===== src/rtl/bridge_occupancy_counter.sv =====
// Multi-lane drawbridge deck occupancy counter with clamping, sticky errors and an
// empty-hold raise permission. Define BRIDGE_OCC_SYNC_EN to add two-flop sensor synchronizers.
module bridge_occupancy_counter #(
  parameter int LANES       = 2,
  parameter int WIDTH       = 4,
  parameter int CAPACITY    = 10,
  parameter int HOLD_CYCLES = 4
) (
  input  logic             Clk,
  input  logic             Reset,
  input  logic [LANES-1:0] CarIn,
  input  logic [LANES-1:0] CarOut,
  input  logic             Clear,
  output logic [WIDTH-1:0] Count,
  output logic             Occupied,
  output logic             Full,
  output logic             OverflowErr,
  output logic             UnderflowErr,
  output logic             RaiseOk
);

  localparam int RW = WIDTH + 2;
  localparam int TW = $clog2(HOLD_CYCLES + 1);

  typedef enum logic [1:0] {
    ST_BUSY,
    ST_HOLD,
    ST_READY
  } state_e;

  logic [LANES-1:0] in_s;
  logic [LANES-1:0] out_s;

`ifdef BRIDGE_OCC_SYNC_EN
  logic [LANES-1:0] in_meta_q;
  logic [LANES-1:0] in_sync_q;
  logic [LANES-1:0] out_meta_q;
  logic [LANES-1:0] out_sync_q;

  // Synchronizers reset high so a sensor already active at reset release never fires.
  always_ff @(posedge Clk or negedge Reset) begin
    if (!Reset) begin
      in_meta_q  <= '1;
      in_sync_q  <= '1;
      out_meta_q <= '1;
      out_sync_q <= '1;
    end else begin
      in_meta_q  <= CarIn;
      in_sync_q  <= in_meta_q;
      out_meta_q <= CarOut;
      out_sync_q <= out_meta_q;
    end
  end

  assign in_s  = in_sync_q;
  assign out_s = out_sync_q;
`else
  assign in_s  = CarIn;
  assign out_s = CarOut;
`endif

  logic [LANES-1:0] prev_in_q;
  logic [LANES-1:0] prev_out_q;
  logic [LANES-1:0] in_evt;
  logic [LANES-1:0] out_evt;

  assign in_evt  = in_s & ~prev_in_q;
  assign out_evt = out_s & ~prev_out_q;

  logic [WIDTH-1:0]     count_q,  count_d;
  logic                 ovf_q,    ovf_d;
  logic                 unf_q,    unf_d;
  logic signed [RW-1:0] ins;
  logic signed [RW-1:0] outs;
  logic signed [RW-1:0] raw;
  logic                 next_zero;

  // NOTE: every combinational output gets a default first so no path can infer a latch.
  always_comb begin
    ins  = '0;
    outs = '0;
    for (int i = 0; i < LANES; i++) begin
      ins  = ins  + RW'(in_evt[i]);
      outs = outs + RW'(out_evt[i]);
    end
    raw = $signed(RW'(count_q)) + ins - outs;

    count_d = count_q;
    ovf_d   = ovf_q;
    unf_d   = unf_q;
    if (Clear) begin
      count_d = '0;
      ovf_d   = 1'b0;
      unf_d   = 1'b0;
    end else if (raw < 0) begin
      count_d = '0;
      unf_d   = 1'b1;
    end else if (raw > $signed(RW'(CAPACITY))) begin
      count_d = WIDTH'(CAPACITY);
      ovf_d   = 1'b1;
    end else begin
      count_d = raw[WIDTH-1:0];
    end
  end

  assign next_zero = (count_d == '0);

  state_e        state_q;
  logic [TW-1:0] timer_q;
  logic          occupied_q;
  logic          full_q;
  logic          raise_q;

  // NOTE: sequential state uses non-blocking assignments so all registers see pre-edge values.
  always_ff @(posedge Clk or negedge Reset) begin
    if (!Reset) begin
      prev_in_q  <= '1;
      prev_out_q <= '1;
      count_q    <= '0;
      ovf_q      <= 1'b0;
      unf_q      <= 1'b0;
      occupied_q <= 1'b0;
      full_q     <= 1'b0;
      state_q    <= ST_HOLD;
      timer_q    <= '0;
      raise_q    <= 1'b0;
    end else begin
      prev_in_q  <= in_s;
      prev_out_q <= out_s;
      count_q    <= count_d;
      ovf_q      <= ovf_d;
      unf_q      <= unf_d;
      occupied_q <= !next_zero;
      full_q     <= (count_d == WIDTH'(CAPACITY));

      // Flags and RaiseOk are decoded from the next count so they move with Count.
      if (Clear) begin
        state_q <= ST_HOLD;
        timer_q <= '0;
        raise_q <= 1'b0;
      end else begin
        unique case (state_q)
          ST_BUSY: begin
            raise_q <= 1'b0;
            if (next_zero) begin
              state_q <= ST_HOLD;
              timer_q <= '0;
            end
          end
          ST_HOLD: begin
            if (!next_zero) begin
              state_q <= ST_BUSY;
              raise_q <= 1'b0;
            end else if (timer_q == TW'(HOLD_CYCLES - 1)) begin
              state_q <= ST_READY;
              raise_q <= 1'b1;
            end else begin
              timer_q <= timer_q + TW'(1);
            end
          end
          ST_READY: begin
            if (!next_zero) begin
              state_q <= ST_BUSY;
              raise_q <= 1'b0;
            end
          end
          default: begin
            state_q <= ST_HOLD;
            timer_q <= '0;
            raise_q <= 1'b0;
          end
        endcase
      end
    end
  end

  assign Count        = count_q;
  assign Occupied     = occupied_q;
  assign Full         = full_q;
  assign OverflowErr  = ovf_q;
  assign UnderflowErr = unf_q;
  assign RaiseOk      = raise_q;

endmodule

===== config.mk =====
export PLATFORM = sky130hd
export DESIGN_NAME = bridge_occupancy_counter
export DESIGN_NICKNAME = d
export VERILOG_FILES = /design/src/rtl/bridge_occupancy_counter.sv
export SDC_FILE = /design/constraint.sdc
export NUM_CORES = 1
export LEC_CHECK = 0
export CAP_MARGIN = 20
export CORE_MARGIN = 8
export CORE_UTILIZATION = 48
export CTS_CLUSTER_SIZE = 25
export DETAILED_ROUTE_END_ITERATION = 16
export HOLD_SLACK_MARGIN = 0.1
export PLACE_DENSITY = 0.83
export SYNTH_ARGS = -nofsm -noshare
export SYNTH_HDL_FRONTEND = slang
export SYNTH_SLANG_ARGS = --single-unit

===== constraint.sdc =====
create_clock -name Clk -period 3.55 [get_ports Clk]
set_input_delay 0.5325 -clock Clk [delete_from_list [all_inputs] [get_ports Clk]]
set_output_delay 0.5325 -clock Clk [all_outputs]
set_load 0.05 [all_outputs]

======== Word-level counts from Yosys, hierarchy flattened ========
Cells that the tools add are included.
word-level totals
  bits of input ports ..................... 7
  register bits ........................... 18
  output and inout bits ................... 9
cells by class
  equality and inequality tests ........... 11
  reductions and logical operators ........ 9
  add/subtract/negate cells ............... 5
  magnitude comparators ................... 2
  muxes and demuxes ....................... 24
  bitwise logic cells ..................... 4
operators with widths
  operator                                                    count
  2-to-1 mux 3 bit                                            4
  2-to-1 mux 4 bit                                            3
  inequality test 3 bit, second input constant                4
  2-to-1 mux 2 bit                                            5
  2-to-1 mux 1 bit                                            9
  one-hot mux 3 bit (3 select lines)                          1
  > comparator 6 x 5 -> 1 bit, second input constant          1
  less-than comparator 6 x 1 -> 1 bit, second input constant  1
  one-hot mux 2 bit (3 select lines)                          1
  subtractor 5 x 2 -> 6 bit                                   1
  adder 4 x 2 -> 5 bit                                        1
  adder 1 x 1 -> 2 bit                                        2
  bitwise AND 2 bit                                           2
  == test 4 bit, second input constant                        1
  zero test 4 bit                                             1
  inequality test 2 bit, second input constant                2
  inequality test 4 bit, second input constant                1
  NOT 2 bit                                                   2
  AND reduction 2 bit                                         2
  AND reduction 4 bit                                         1
  nonzero test 2 bit                                          2
  adder 3 x 1 -> 3 bit, second input constant                 1
  == test 3 x 2 -> 1 bit, second input constant               1
  AND reduction 3 bit                                         1
  other kinds (5)                                             5

======== Longest topological paths before layout ========
Gate-level depths: netlist (run 1).
  word-level depth ........................ 13
  depth in mapped cells ................... 12
  gate-level depth less buffers ........... 11

======== Least setup slack after synthesis (run 1) ========
OpenSTA, ideal clock, no wires.
  path type ............................... in2reg
  start point ............................. input port CarOut[1]
  end point ............................... register timer_q[0]
  path buffers ............................ 0
  arrival time ............................ 3539 ps
  library setup time ...................... 79 ps
  stages .................................. 11
  slack ................................... -68 ps
  required time ........................... 3471 ps
  cell sequence ........................... nor2b_1 > fa_1 > fa_1 > inv_1 > ha_1 > fa_1 > or4b_4 > a311oi_2 > nor2_2 > a221oi_4 > mux2i_1
between the ends
  longest elaborated chain between the ends .. 10
  elaborated cells on any way between the ends .. 12
  those cells by class .................... add/sub (2); order compare (2); eq/ne (2); mux (3); bitwise (1); reduce/logical (2)
ends and longest elaborated chain
  item                                    line  RTL
  from (decl)                             12    input logic [LANES-1:0] CarOut,
  bitwise AND 2 bit *                     68    assign out_evt = out_s & ~prev_out_q;
  adder 1 x 1 -> 2 bit *                  84    outs = outs + RW'(out_evt[i]);
  subtractor 5 x 2 -> 6 bit *             86    raw = $signed(RW'(count_q)) + ins - outs;
  > comparator 6 x 5 -> 1 bit             98    end else if (raw > $signed(RW'(CAPACITY))) begin
  2-to-1 mux 4 bit                        98
  2-to-1 mux 4 bit *                      95    end else if (raw < 0) begin
  2-to-1 mux 4 bit *                      91    if (Clear) begin
  zero test 4 bit *                       106   assign next_zero = (count_d == '0);
  inequality test 3 bit (no source line)  n/a
  AND reduction 4 bit (no source line) *  n/a
  to (signal assigned)                    158   timer_q <= timer_q + TW'(1);
  to (decl)                               109   logic [TW-1:0] timer_q;
Every way passes the cells marked *; elsewhere a longest branch is shown, timed or not.
A chain may end at the register's enable or synchronous reset.

======== Worst setup path after layout (run 1) ========
  start point ............................. register prev_out_q[0]
  end point ............................... register timer_q[2]
between the ends
  longest elaborated chain between the ends .. 11
  elaborated cells on any way between the ends .. 13
  those cells by class .................... add/sub (2); order compare (2); eq/ne (2); mux (3); bitwise (2); reduce/logical (2)
ends and longest elaborated chain
  item                                    line  RTL
  from (decl)                             63    logic [LANES-1:0] prev_out_q;
  from (signal assigned)                  129   prev_out_q <= out_s;
  NOT 2 bit *                             68
  bitwise AND 2 bit *                     68
  adder 1 x 1 -> 2 bit *                  84
  subtractor 5 x 2 -> 6 bit *             86
  > comparator 6 x 5 -> 1 bit             98
  2-to-1 mux 4 bit                        98
  2-to-1 mux 4 bit *                      95
  2-to-1 mux 4 bit *                      91
  zero test 4 bit *                       106
  inequality test 3 bit (no source line)  n/a
  AND reduction 4 bit (no source line) *  n/a
Marked as above.

==> results of run 1 <==
[kinds of logic after synthesis]
family | Yosys count
AOI/OAI and AO/OA | 17
and+or+nand+nor | 40
DFF | 18
xor gates and xnor gates | 3
buffers and inverters | 19
adders and majority gates | 13
muxes | 3
[area by class of cell]
type	instances	area, sq um
well taps	28	35.0
flip-flops and latches	18	457
clock buffers	4	36.3
multi-input cells	76	657
fillers	180	728
inverters	16	60.1
repair buffers	30	260
[what timing repair did]
action / CTS / global route
pin swaps: 7 / 5
gates resized for setup: 9 / 2
gates cloned: 0 / 0
buffers inserted: 1 / 0
setup endpoints to repair: 7 / 5
hold endpoints to repair: 0 / 0
[power breakdown]
group	leakage, uW	switching [uW]	total (uW)	internal [uW]
logic	0.000448	492	882	390
clock network	0.0000210	62.5	125	62.5
registers	0.000224	34.7	303	268
total	0.000694	589	1310	720
[layout by cell type (no fill, tap or decap), drive strengths merged, types with 2 or more instances in the layout]
cell,synthesis,routed
buf,2,15
inv,15,15
dfrtp,13,13
clkdlybuf4s50,0,12
nor2,12,12
ha,10,10
nand3,6,6
a21oi,5,5
dfstp,5,5
nand2,4,4
clkbuf,1,4
nor2b,4,4
nand2b,4,4
o21ai,3,3
nor3,3,3
mux2i,3,3
fa,3,3
xnor2,2,2
or2,2,2
dlygate4sd2,0,2
a311oi,2,2
[routing by layer]
metal  wire length (um)  GRT usage  part of all wire
met4                  4     0.0136            0.0017
met5                  0          0                 0
met2               1260      0.220              0.52
met1                954      0.125              0.40
met3                187     0.0550             0.078
[stage by stage]
stage                     area [sq um]   util  std cells  TNS, ns
after global placement            1420  0.636        167    -3.65
after CTS                         1490  0.666        172   -0.133
after floorplan                   1150      -        113   -0.195
after global routing              1510  0.674        172   -0.513
final                             1510  0.674        172  -0.0984
after detailed placement          1420  0.636        167    -3.99
[worst max-delay path by stage]
stage	slack [ns]	cells after the start	to	start
4_1_cts	-0.05	11	timer_q[0]	prev_out_q[0]
5_1_grt	-0.14	11	timer_q[0]	prev_out_q[0]
3_5_place_dp	-0.67	12	timer_q[0]	CarOut[1]
2_1_floorplan	-0.06	11	timer_q[0]	CarOut[0]
6_report	-0.04	11	timer_q[2]	prev_out_q[0]
3_3_place_gp	-0.59	12	timer_q[0]	CarOut[1]
[registers in the layout (all words and copies together), names as in the netlist]
register / count
Count: 4
RaiseOk: 1
Occupied: 1
timer_q: 3
Full: 1
state_q: 2
prev_in_q: 2
OverflowErr: 1
prev_out_q: 2
UnderflowErr: 1
==> summary.txt, run 1 <==
Run
  – # Max-Cap Violations: 0

Clock tree
  – CTS tree: yes
  – Clock sinks: 18
  – CTS max path bufs: 2
  – Clock buffer count from CTS: 3
  – Hold Buf Count CTS: 0
  – Root Buffer Master: clkbuf_4
  – CTS H-tree depth: 1
  – CTS clk-pin slew, worst paths: 0.10 ns
  – Latest clock arrival within the worst-skew pair: 0.29 ns

Run status
  – Failing checks: negative setup slack
  – Status: finished, violations left

Logic synthesis
  – Synthesized cell area: 1140 sq um
  – Syn nets: 133
  – Distinct cells, synth: 37
  – Largest family of logic cells by synthesized area: simple AND/OR/NAND/NOR gates
  – Post-synth top area share: 0.285
  – Number of flops mapped to enable cells by yosys: 0
  – Ys flop type: dfrtp_1
  – Cells after Synth: 113
  – Sequential share of the synthesized area: 0.400
  – Leading area contributor after synthesis: dfrtp_1
  – Compound-Gate Fraction of Synth Area: 0.122
  – Post-synth top cells: 15 x inv_1, 13 x dfrtp_1, 11 x nor2_1
  – Most frequent cell after synthesis: inv_1
  – Post-synthesis mux area share: 0.0263
  – Synth area leaders: dfrtp_1 29%, dfstp_2 12%, ha_1 11%, fa_1 5.3%, inv_1 4.9%
  – Avg Cell Area, Syn: 10.1 sq um
  – Yosys warning count: 0
  – Xor and xnor area share after synthesis: 0.0230
  – Synth Area in Simple Gates: 0.194
  – Area share of fa/ha/maj cells after synthesis: 0.162
  – Ys async rst share: 1.00
  – Register bit total from synthesis: 18

Worst setup path
  – Crit path arrival time: 3.81 ns
  – Required time of the critical path: 3.77 ns
  – Critical Path Max Stage Delay: 0.56 ns
  – R2R Path Start: prev_out_q[0]
  – Worst r2r dst: timer_q[2]
  – Crit end category: register
  – WP buf/inv: 1
  – Worst Path Max Fanout: 3
  – Crit Path Class: reg2reg
  – Setup crit start kind: register
  – Reg2reg setup slack: -0.04 ns
  – Slowest cell on the critical path: dfstp_2
  – Reg2Reg Depth: 11
  – CP Cell Sequence: nor2b_4, fa_1, fa_2, inv_2, ha_4, fa_1, or4b_4, a311oi_4, nor2_2, a221oi_4, mux2i_1
  – Critical path's top delay family: adder cells
  – Most used cell, CP: fa_1

Detailed routing
  – Post-DR wirelength/cell: 14.0 um
  – WL final: 2400 um
  – Pre-Repair DR Iteration Count: 4
  – Routed vias/inst: 5.33
  – DRT iter0 DRCs: 34
  – DRC: 0
  – Vias post-DR: 916
  – Detail Route Antenna Nets: 0

Global routing
  – GR Util All Layers: 0.120
  – Largest net degree at the start of global routing: 19
  – Via count of the first global-routing pass: 951
  – Gr ovfl total: 0
  – Initial antenna violation count: 0
  – First-pass GRT wire length: 4090 um

Power and ir drop
  – Total power: 1310 uW
  – Max VDD drop: 0.587 mV
  – Power per standard cell area: 870 nW/um^2
  – Leak: 0.000694 uW

Timing
  – Max Clock Skew: 0.00373 ns
  – RSZ-0062 raised after global routing: true
  – Final setup margin: -0.0378 ns
  – Setup violation total in the final timing report: 3
  – Hold_ws: 0.483 ns
  – Worst slew margin relative to its limit: 0.457
  – Max-slew violation count: 0
  – Fin crit period: 3.59 ns
  – Max Clk Rate: 0.279 GHz
  – Slew at the pin with the worst max-slew slack: 0.812 ns
  – Part of the cycle the worst path needs: 1.01
  – Final count of hold timing violations: 0

Placement
  – I/O Buffers: 15
  – Place WS: -0.670 ns
  – Dpl hpwl: 1790 um
  – RePlAce Congestion: 0.901

Layout
  – NumNets Final: 165
  – # diodes: 0
  – P&R area growth vs syn: 31.9%
  – Layout cells sized above 1: 0.271

Worst hold path
  – Hold WC Path Type: in2reg
  – Hold Crit Depth: 1
  – Hold Crit Start: CarOut[1]
  – Hold endpoint: prev_out_q[1]

Die
  – Core Area: 2230 sq um
  – Die Y: 64.8 um
  – Die area: 4190 sq um
  – # rows: 17
  – Die W: 64.8 um
  – Initial core utilization: 0.511
  – Top-Level Pins: 16
Note: power is estimated with default switching activity, not from simulation.
==> inputs of run 2 (changes only) <==
==> constraint.sdc (replaced) <==
create_clock -name Clk -period 3.55 [get_ports Clk]
set_input_delay 0.71 -clock Clk [delete_from_list [all_inputs] [get_ports Clk]]
set_output_delay 0.71 -clock Clk [all_outputs]
set_load 0.05 [all_outputs]
==> summary.txt, run 2 (synthesized netlist as in run 1, its figures left out) <==
Power and ir drop
  – Power per standard cell area: 886 nW/um^2 (was 870 nW/um^2)
  – Total power: 1360 uW (was 1310 uW)
  – Max VDD drop: 0.496 mV (was 0.587 mV)
  – Leak: 0.000711 uW (was 0.000694 uW)
  – Switching share of power: 0.450 (about the same)
  – Switch Pwr: 610 uW (was 589 uW)
  – Combinational share of power: 0.682 (was 0.674)
  – Clock power frac: 0.094 (was 0.095)
  – Internal power: 745 uW (was 720 uW)
  – Sequential power share: 0.224 (was 0.231)

Timing
  – Worst slew margin relative to its limit: 0.447 (was 0.457)
  – RSZ-0062 raised after global routing: true (unchanged)
  – Fin crit period: 3.70 ns (was 3.59 ns)
  – Setup violation total in the final timing report: 4 (was 3)
  – Part of the cycle the worst path needs: 1.04 (was 1.01)
  – Hold_ws: 0.506 ns (was 0.483 ns)
  – Max Clock Skew: 0.00272 ns (was 0.00373 ns)
  – Max-slew violation count: 0 (unchanged)
  – Max Clk Rate: 0.270 GHz (was 0.279 GHz)
  – Final count of hold timing violations: 0 (unchanged)
  – Final setup margin: -0.148 ns (was -0.0378 ns)
  – Slew at the pin with the worst max-slew slack: 0.826 ns (was 0.812 ns)

Layout
  – NumNets Final: 170 (was 165)
  – Number of fill cells in the layout: 169 (was 180)
  – Finished Cell Area: 1530 sq um (was 1510 sq um)
  – Commonest non-fill, non-tap cells in the layout: 20 x buf_4, 14 x inv_1, 13 x dfrtp_1, 12 x clkdlybuf4s50_1, 11 x nor2_1 (was 15 x buf_4, 14 x inv_1, 13 x dfrtp_1, 12 x clkdlybuf4s50_1, 11 x nor2_1)
  – Area occupied by multi-input gates: 649 sq um (was 657 sq um)
  – # diodes: 0 (unchanged)
  – Layout Cells excl Fill: 177 (was 172)
  – Layout cells sized above 1: 0.309 (was 0.271)
  – Max FFs per register: 4 (unchanged)
  – Core Util, Final: 0.685 (was 0.674)
  – Register area: 457 sq um (unchanged)
  – Commonest non-fill, non-tap cell in the layout: buf_4 (unchanged)
  – P&R area growth vs syn: 34.0% (was 31.9%)

Die
  – Die area: 4190 sq um (unchanged)
  – Core Area: 2230 sq um (unchanged)
  – Initial core utilization: 0.511 (unchanged)
  – # rows: 17 (unchanged)
  – Die W: 64.8 um (unchanged)
  – Die Y: 64.8 um (unchanged)
  – Top-Level Pins: 16 (unchanged)

Worst setup path
  – Crit end category: register (unchanged)
  – Crit path arrival time: 3.92 ns (was 3.81 ns)
  – CP Cell Sequence: buf_6, nor2b_4, fa_1, fa_2, inv_2, ha_4, fa_1, or4b_4, a311oi_4, nor2_2, a221oi_4, mux2i_1 (was nor2b_4, fa_1, fa_2, inv_2, ha_4, fa_1, or4b_4, a311oi_4, nor2_2, a221oi_4, mux2i_1)
  – Most used cell, CP: fa_1 (unchanged)
  – Critical Path Max Stage Delay: 0.52 ns (was 0.56 ns)
  – Crit Path Class: in2reg (was reg2reg)
  – Slowest cell on the critical path: or4b_4 (was dfstp_2)
  – Critical path depth: 12 (was 11)
  – Setup crit start kind: input port (was register)
  – Worst Path Max Fanout: 3 (unchanged)
  – WP buf/inv: 2 (was 1)
  – Critical path's top delay family: adder cells (unchanged)
  – Required time of the critical path: 3.77 ns (about the same)
  – Reg2Reg Depth: 11 (unchanged)

Clock tree
  – Hold Buf Count CTS: 0 (unchanged)
  – Latest clock arrival within the worst-skew pair: 0.29 ns (about the same)
  – Root Buffer Master: clkbuf_4 (unchanged)
  – Clock buffer count from CTS: 3 (unchanged)
  – CTS clk-pin slew, worst paths: 0.10 ns (about the same)
  – Clock sinks: 18 (unchanged)
  – CTS tree: yes (unchanged)
  – CTS H-tree depth: 1 (unchanged)
  – CTS max path bufs: 2 (unchanged)

Detailed routing
  – DRT iter0 DRCs: 25 (was 34)
  – Post-DR wirelength/cell: 14.9 um (was 14.0 um)
  – Pre-Repair DR Iteration Count: 4 (unchanged)
  – DRC: 0 (unchanged)
  – Routed vias/inst: 5.26 (was 5.33)
  – WL final: 2640 um (was 2400 um)
  – Vias post-DR: 931 (was 916)
  – Detail Route Antenna Nets: 0 (unchanged)

Worst hold path
  – Hold WC Path Type: reg2reg (was in2reg)
  – Hold Crit Depth: 2 (was 1)

Placement
  – Dpl hpwl: 1920 um (was 1790 um)
  – Post-Place Cell Area: 1440 sq um (was 1420 sq um)
  – Placed cells: 170 (was 167)
  – I/O Buffers: 15 (unchanged)
  – RePlAce Congestion: 0.924 (was 0.901)

Global routing
  – Largest net degree at the start of global routing: 19 (unchanged)
  – Initial antenna violation count: 0 (unchanged)
  – GR Util All Layers: 0.128 (was 0.120)
  – Gr ovfl total: 0 (unchanged)
  – First-pass GRT wire length: 4350 um (was 4090 um)
  – Via count of the first global-routing pass: 955 (was 951)

Run status
  – Failing checks: negative setup slack (unchanged)
  – Status: finished, violations left (unchanged)

Run
  – # Max-Cap Violations: 0 (unchanged)
run 2: layout make-up:
cell class	count	area share
flip-flops and latches	18	0.299
multi-input cells	76	0.425
well taps	28	0.0229
clock buffers	4	0.0237
repair buffers	35	0.191
inverters	16	0.0393
run 2: stage by stage:
step,TNS [ns],setup slack (ns)
floorplan,-0.982,-0.242
finish,-0.486,-0.148
global route,-1.07,-0.288
global placement,-4.97,-0.773
CTS,-0.383,-0.140
detailed placement,-5.58,-0.870
run 2: worst paths after layout:
kind / endpoint / startpoint / slack, ns
worst min register to register: UnderflowErr / UnderflowErr / 0.51
min in group asynchronous: Count[3] / Reset / 0.88
worst max register to register: timer_q[2] / prev_out_q[1] / -0.13
max in group asynchronous: Occupied / Reset / 2.16
worst max-delay path: timer_q[2] / CarOut[1] / -0.15
worst min-delay path: UnderflowErr / UnderflowErr / 0.51
run 2: power by group through the flow:
stage	Clock, uW	Sequential (uW)	Combinational, uW
final	128	304	924
after global routing	138	311	998
after CTS	131	304	884
after detailed placement	0	307	859
after global placement	0	304	836
after floorplan	0	436	417
run 2: timing repair:
item	CTS	global route
resized for setup	17	2
pin swaps	9	0
gates cloned	0	0
setup endpoints to repair	7	6
setup buffers	2	1
run 2: per-layer routing:
layer  wire, um  vias up  global-route usage
met5          0        -                   0
met3        136        2              0.0464
met4          9        0              0.0300
met1       1050      450               0.139
met2       1440       22               0.232
li1           -      457                   -
run 2: worst register-to-register path: stages, from the launching register on:
cell and delay, ns:
dfstp_2 0.56, nor2b_4 0.04, fa_1 0.51, fa_2 0.40, inv_2 0.08, ha_4 0.14
fa_1 0.44, or4b_4 0.52, a311oi_4 0.25, nor2_2 0.10, a221oi_4 0.33, mux2i_1 0.24
